## config.mk

```make
export PLATFORM = sky130hd
export DESIGN_NAME = sevenseg_scan_driver
export DESIGN_NICKNAME = d
export VERILOG_FILES = /design/src/rtl/sevenseg_scan_driver.sv
export SDC_FILE = /design/constraint.sdc
export NUM_CORES = 1
export LEC_CHECK = 0
export BUFFER_PORTS_ARGS = -buffer_cell sky130_fd_sc_hd__buf_2
export CAP_MARGIN = 40
export CORE_MARGIN = 3
export CORE_UTILIZATION = 35
export CTS_BUF_LIST = sky130_fd_sc_hd__clkbuf_4 sky130_fd_sc_hd__clkbuf_8 sky130_fd_sc_hd__clkbuf_16
export CTS_CLUSTER_DIAMETER = 200
export CTS_CLUSTER_SIZE = 16
export DETAILED_ROUTE_END_ITERATION = 16
export GPL_ROUTABILITY_DRIVEN = 0
export HOLD_SLACK_MARGIN = 0.15
export PLACE_DENSITY = 0.63
export REMOVE_ABC_BUFFERS = 1
export SYNTH_ARGS = -nofsm -noshare
export SYNTH_HDL_FRONTEND = slang
export SYNTH_SLANG_ARGS = --single-unit
```

## constraint.sdc

```tcl
create_clock -name clk -period 1.9 [get_ports clk]
set_input_delay 0 -clock clk [delete_from_list [all_inputs] [get_ports clk]]
set_output_delay 0 -clock clk [all_outputs]
set_load 0.1 [all_outputs]
```

## src/rtl/sevenseg_scan_driver.sv

```systemverilog
// Four-digit multiplexed seven-segment driver with per-slot blanking,
// frame snapshot, hex decode and leading-zero suppression.
module sevenseg_scan_driver #(
  parameter int REFRESH_DIV  = 100000,
  parameter int BLANK_CYCLES = 1000,
  parameter int ACTIVE_LOW   = 1
) (
  input  logic       clk,
  input  logic       reset,
  input  logic       enable,
  input  logic [3:0] digit3,
  input  logic [3:0] digit2,
  input  logic [3:0] digit1,
  input  logic [3:0] digit0,
  input  logic [3:0] dp_en,
  input  logic       blank_lz,
  output logic [3:0] an,
  output logic [6:0] seg,
  output logic       dp,
  output logic       frame_tick
);

  localparam int CW = (REFRESH_DIV > 2) ? $clog2(REFRESH_DIV) : 1;
  localparam logic [CW-1:0] CNT_MAX   = CW'(REFRESH_DIV - 1);
  localparam logic [CW-1:0] BLANK_END = CW'(BLANK_CYCLES);
  localparam logic INV = (ACTIVE_LOW != 0);

  typedef enum logic {
    ST_BLANK,
    ST_DRIVE
  } phase_e;

  phase_e phase_q, phase_d;
  logic [CW-1:0] cnt_q, cnt_d;
  logic [1:0] slot_q, slot_d;

  logic [3:0][3:0] dig_q;
  logic [3:0] dpen_q;
  logic lz_q;

  logic [3:0] an_q, an_d;
  logic [6:0] seg_q, seg_d;
  logic dp_q, dp_d;

  logic capture;
  logic [3:0] cur;
  logic [3:0] dark;
  logic [6:0] seg_raw;
  logic on;

  assign capture = enable && (slot_q == 2'd0) && (cnt_q == '0);
  assign frame_tick = capture && !reset;

  always_ff @(posedge clk) begin
    if (reset) begin
      cnt_q   <= '0;
      slot_q  <= 2'd0;
      phase_q <= ST_BLANK;
      dig_q   <= '0;
      dpen_q  <= 4'd0;
      lz_q    <= 1'b0;
      an_q    <= {4{INV}};
      seg_q   <= {7{INV}};
      dp_q    <= INV;
    end else begin
      cnt_q   <= cnt_d;
      slot_q  <= slot_d;
      phase_q <= phase_d;
      if (capture) begin
        dig_q  <= {digit3, digit2, digit1, digit0};
        dpen_q <= dp_en;
        lz_q   <= blank_lz;
      end
      an_q  <= an_d ^ {4{INV}};
      seg_q <= seg_d ^ {7{INV}};
      dp_q  <= dp_d ^ INV;
    end
  end

  always_comb begin
    cnt_d  = cnt_q;
    slot_d = slot_q;
    if (!enable) begin
      cnt_d  = '0;
      slot_d = 2'd0;
    end else if (cnt_q == CNT_MAX) begin
      cnt_d  = '0;
      slot_d = slot_q + 2'd1;
    end else begin
      cnt_d = cnt_q + 1'b1;
    end
    phase_d = (cnt_d < BLANK_END) ? ST_BLANK : ST_DRIVE;
  end

  // Zero suppression chains from the leftmost digit inward.
  always_comb begin
    dark    = 4'd0;
    dark[3] = lz_q && (dig_q[3] == 4'd0);
    dark[2] = dark[3] && (dig_q[2] == 4'd0);
    dark[1] = dark[2] && (dig_q[1] == 4'd0);
  end

  assign cur = dig_q[slot_q];

  always_comb begin
    seg_raw = 7'h00;
    unique case (cur)
      4'h0: seg_raw = 7'h3F;
      4'h1: seg_raw = 7'h06;
      4'h2: seg_raw = 7'h5B;
      4'h3: seg_raw = 7'h4F;
      4'h4: seg_raw = 7'h66;
      4'h5: seg_raw = 7'h6D;
      4'h6: seg_raw = 7'h7D;
      4'h7: seg_raw = 7'h07;
      4'h8: seg_raw = 7'h7F;
      4'h9: seg_raw = 7'h6F;
      4'hA: seg_raw = 7'h77;
      4'hB: seg_raw = 7'h7C;
      4'hC: seg_raw = 7'h39;
      4'hD: seg_raw = 7'h5E;
      4'hE: seg_raw = 7'h79;
      4'hF: seg_raw = 7'h71;
    endcase
  end

  always_comb begin
    on    = enable && (phase_q == ST_DRIVE) && !dark[slot_q];
    an_d  = 4'd0;
    seg_d = 7'd0;
    dp_d  = 1'b0;
    if (on) begin
      an_d  = 4'd1 << slot_q;
      seg_d = seg_raw;
      dp_d  = dpen_q[slot_q];
    end
  end

  assign an  = an_q;
  assign seg = seg_q;
  assign dp  = dp_q;

endmodule
```

==> flow_summary.yaml <==
clock_network:
  cts_tree: "yes"
  cts-htree-levels: 2
  clk_pin_slew_ns: 0.09
  numCtsBuffers: 5
  numClockSinks: 53
  clk_latency_ns: 0.31
  cts-root-buf: "clkbuf_8"
  clk_path_buf_depth: 2
synthesis:
  synthTopCellsByArea: "dfxtp_1, nand2_1, ha_1"
  syn_avg_cell_area_um2: 8.69
  ys_seq_elements: 53
  ys_warn_count: 0
  synth_edf_count: 0
  yosys.cell_types.count: 48
  synth_top_cell_area_share_pct: 39.6
  mappedNetlistArea_um2: 2680
  synth_seq_area_share_pct: 39.6
  yosys_most_used_dff: "dfxtp_1"
  synthCells: 308
  synth.most_common_cell: "nand2_1"
  postSynth.asyncResetShare_pct: 0
  yosysTopAreaCell: "dfxtp_1"
  synthTopCellsByCount: "nand2_1, dfxtp_1, a21oi_1, nor2_1"
setup_path:
  arrival_ns: 1.83
  endpoint_kind: "output port"
  critPathMaxFanout: 5
  ff2ff_path_depth: 5
  crit_type: "flop to output port"
  cp-start-kind: "flop"
  r2r-start: "cnt_q[8]"
  r2r-end: "phase_q"
  r2r_setup_slack_ns: 0.09
  crit_required_ns: 1.90
sta:
  setup_viol: 0
  setup_ws_ns: 0.0723
  maxSlewViolCount: 0
  max_slew_margin_pct: 67.6
  fin_skew_ns: 0.00536
  worstMarginPinSlew_ns: 0.489
  clock.fmax_mhz: 547
  hold_violations: 0
  rsz0062_at_grt: "yes"
  finalCriticalPeriod_ns: 1.83
  finalCritPeriodShare_pct: 96.2
cells_and_area:
  syn2layout_area_growth_pct: 31.0
  layout.cells.non_filler: 487
  finish.utilization_pct: 47.8
  multi_input_area_um2: 1500
  drive_above_1_share_pct: 29.9
  n_antenna_cell: 0
  nets: 423
  seqCellArea_um2: 1070
  fillCellCount: 689
hold_path:
  hold_path.class: "flop to flop"
  min_to: "cnt_q[0]"
  hp-start: "cnt_q[0]"
  hold_depth: 1
job:
  max-cap-violations: 0
route:
  drtIter0Drc: 115
  postRouteAntennaNets: 0
  firstDrtPassIters: 6
  avgRoutedWirePerCell_um: 12.7
  via_count: 2384
  vias_per_cell: 4.90
  finalWirelength_mm: 6.16
  drc: 0
floorplan:
  die-width_um: 93.4
  initial_core_util_pct: 36.5
  core_region_area_um2: 7330
  die_area_um2: 8730
  ioPinCount: 37
  num_rows: 31
  fp.dieH_um: 93.4
placement:
  port_buffers: 36
  placed_cells: 455
  dp.final_hpwl_mm: 4.38
  dp_slack_ns: -0.000726
pwr:
  powerDensity_nw_per_um2: 588
  leakagePower_nw: 1.33
  peakVddDrop_mv: 0.287
  p_total_mw: 2.06
grt:
  grt_pass1_vias: 2235
  grt_max_degree: 25
  grt_pass1_wl_mm: 10.3
  overflow: 0
  antenna_found_initial: 0
  grt_usage_pct: 14.5
status:
  status: "finished, final reports clean"
## worst max path at each step
| stage | startpoint | end | slack [ns] | cells after the start |
|---|---|---|---|---|
| floorplan | cnt_q[0] | frame_tick | -1.82 | 5 |
| global placement | cnt_q[1] | dig_q[14] | 0.02 | 7 |
| detailed placement | cnt_q[0] | dig_q[10] | -0.0007 | 7 |
| CTS | cnt_q[0] | frame_tick | 0.003 | 8 |
| global route | cnt_q[1] | frame_tick | -0.006 | 8 |
| finish | cnt_q[1] | frame_tick | 0.07 | 8 |
## routing by layer
layer / share of wire [%] / wire, µm / up-vias / track usage (%)
met4: 1.8 / 108 / 0 / 5.13
met1: 48 / 2970 / 1119 / 19.9
met3: 3.1 / 191 / 10 / 2.49
met2: 47 / 2900 / 31 / 22.9
met5: 0 / 0 / - / 0
li1: - / - / 1224 / -
## cells by family (layout without fill, tap and decap cells)
| kind of cell | Yosys count | after routing | synth area share, % |
|---|---|---|---|
| and+or+nand+nor | 129 | 129 | 24.6 |
| AOI/OAI and AO/OA | 57 | 57 | 13.2 |
| DFF | 53 | 53 | 39.6 |
| buffers and inverters | 32 | 112 | 6.31 |
| xor gates and xnor gates | 15 | 15 | 4.91 |
| adders and majority gates | 12 | 12 | 5.61 |
| muxes | 10 | 10 | 5.70 |
## sequential cells by signal (all words and copies together), names as in the netlist
name,cells
dp,1
seg,7
an,4
dig_q,16
cnt_q,17
dpen_q,4
lz_q,1
slot_q,2
phase_q,1
## repair_timing
action,CTS,global route
pin swaps,0,1
hold buffers,23,0
hold endpoints to repair,23,0
setup buffers,0,1
gates resized for setup,2,13
setup endpoints to repair,22,44
## layout make-up
cell class | count | area share, %
multi-input cells | 223 | 42.9
flip-flops and latches | 53 | 30.5
repair buffers | 92 | 19.2
well taps | 99 | 3.53
clock buffers | 6 | 2.18
inverters | 12 | 1.28
clock inverters | 2 | 0.428
## per-stage QoR
stage | hold slack, ns | cell area (µm²) | setup TNS [ns]
detailed placement | 0.251 | 3120 | -0.000726
floorplan | 0.0691 | 2550 | -10.33
finish | 0.458 | 3510 | 0
global route | 0.479 | 3510 | -0.00556
CTS | 0.463 | 3450 | 0
global placement | 0.250 | 3120 | 0
## cell usage in the layout, fill, tap and decap left out, types with 2 or more instances in the layout
master         count
nor4_2             2
mux2_2             2
inv_1             12
mux4_2             4
o221ai_1           5
nor2_1            14
mux2i_1            4
clkbuf_8           5
or3_1              6
or4_1              2
and3_2             3
dfxtp_1           48
buf_2             35
a41oi_1            3
a21oi_1           28
nand3_1            6
nand2_1           58
nand4_1            7
ha_1              12
o31ai_1            2
xnor2_1           12
dfxtp_2            4
xor2_1             3
nor4_1             3
nor2_2            10
nor3_2             2
nand2b_1           4
dlygate4sd3_1     23
clkinvlp_4         2
o21ai_0            8
buf_4             33
## critical path: stages, from the launching register on
cell and delay [ns]:
dfxtp_4 0.37, inv_1 0.05, ha_1 0.13, nor4b_4 0.17
nand2_1 0.10, buf_4 0.16, nor4_2 0.20, buf_4 0.17
buf_12 0.16
## report_power, final
group          internal [mW]  switching, mW
logic                  0.121          0.123
clock network          0.275          0.381
registers               1.14         0.0206
Power figures use the tool's default switching activity.
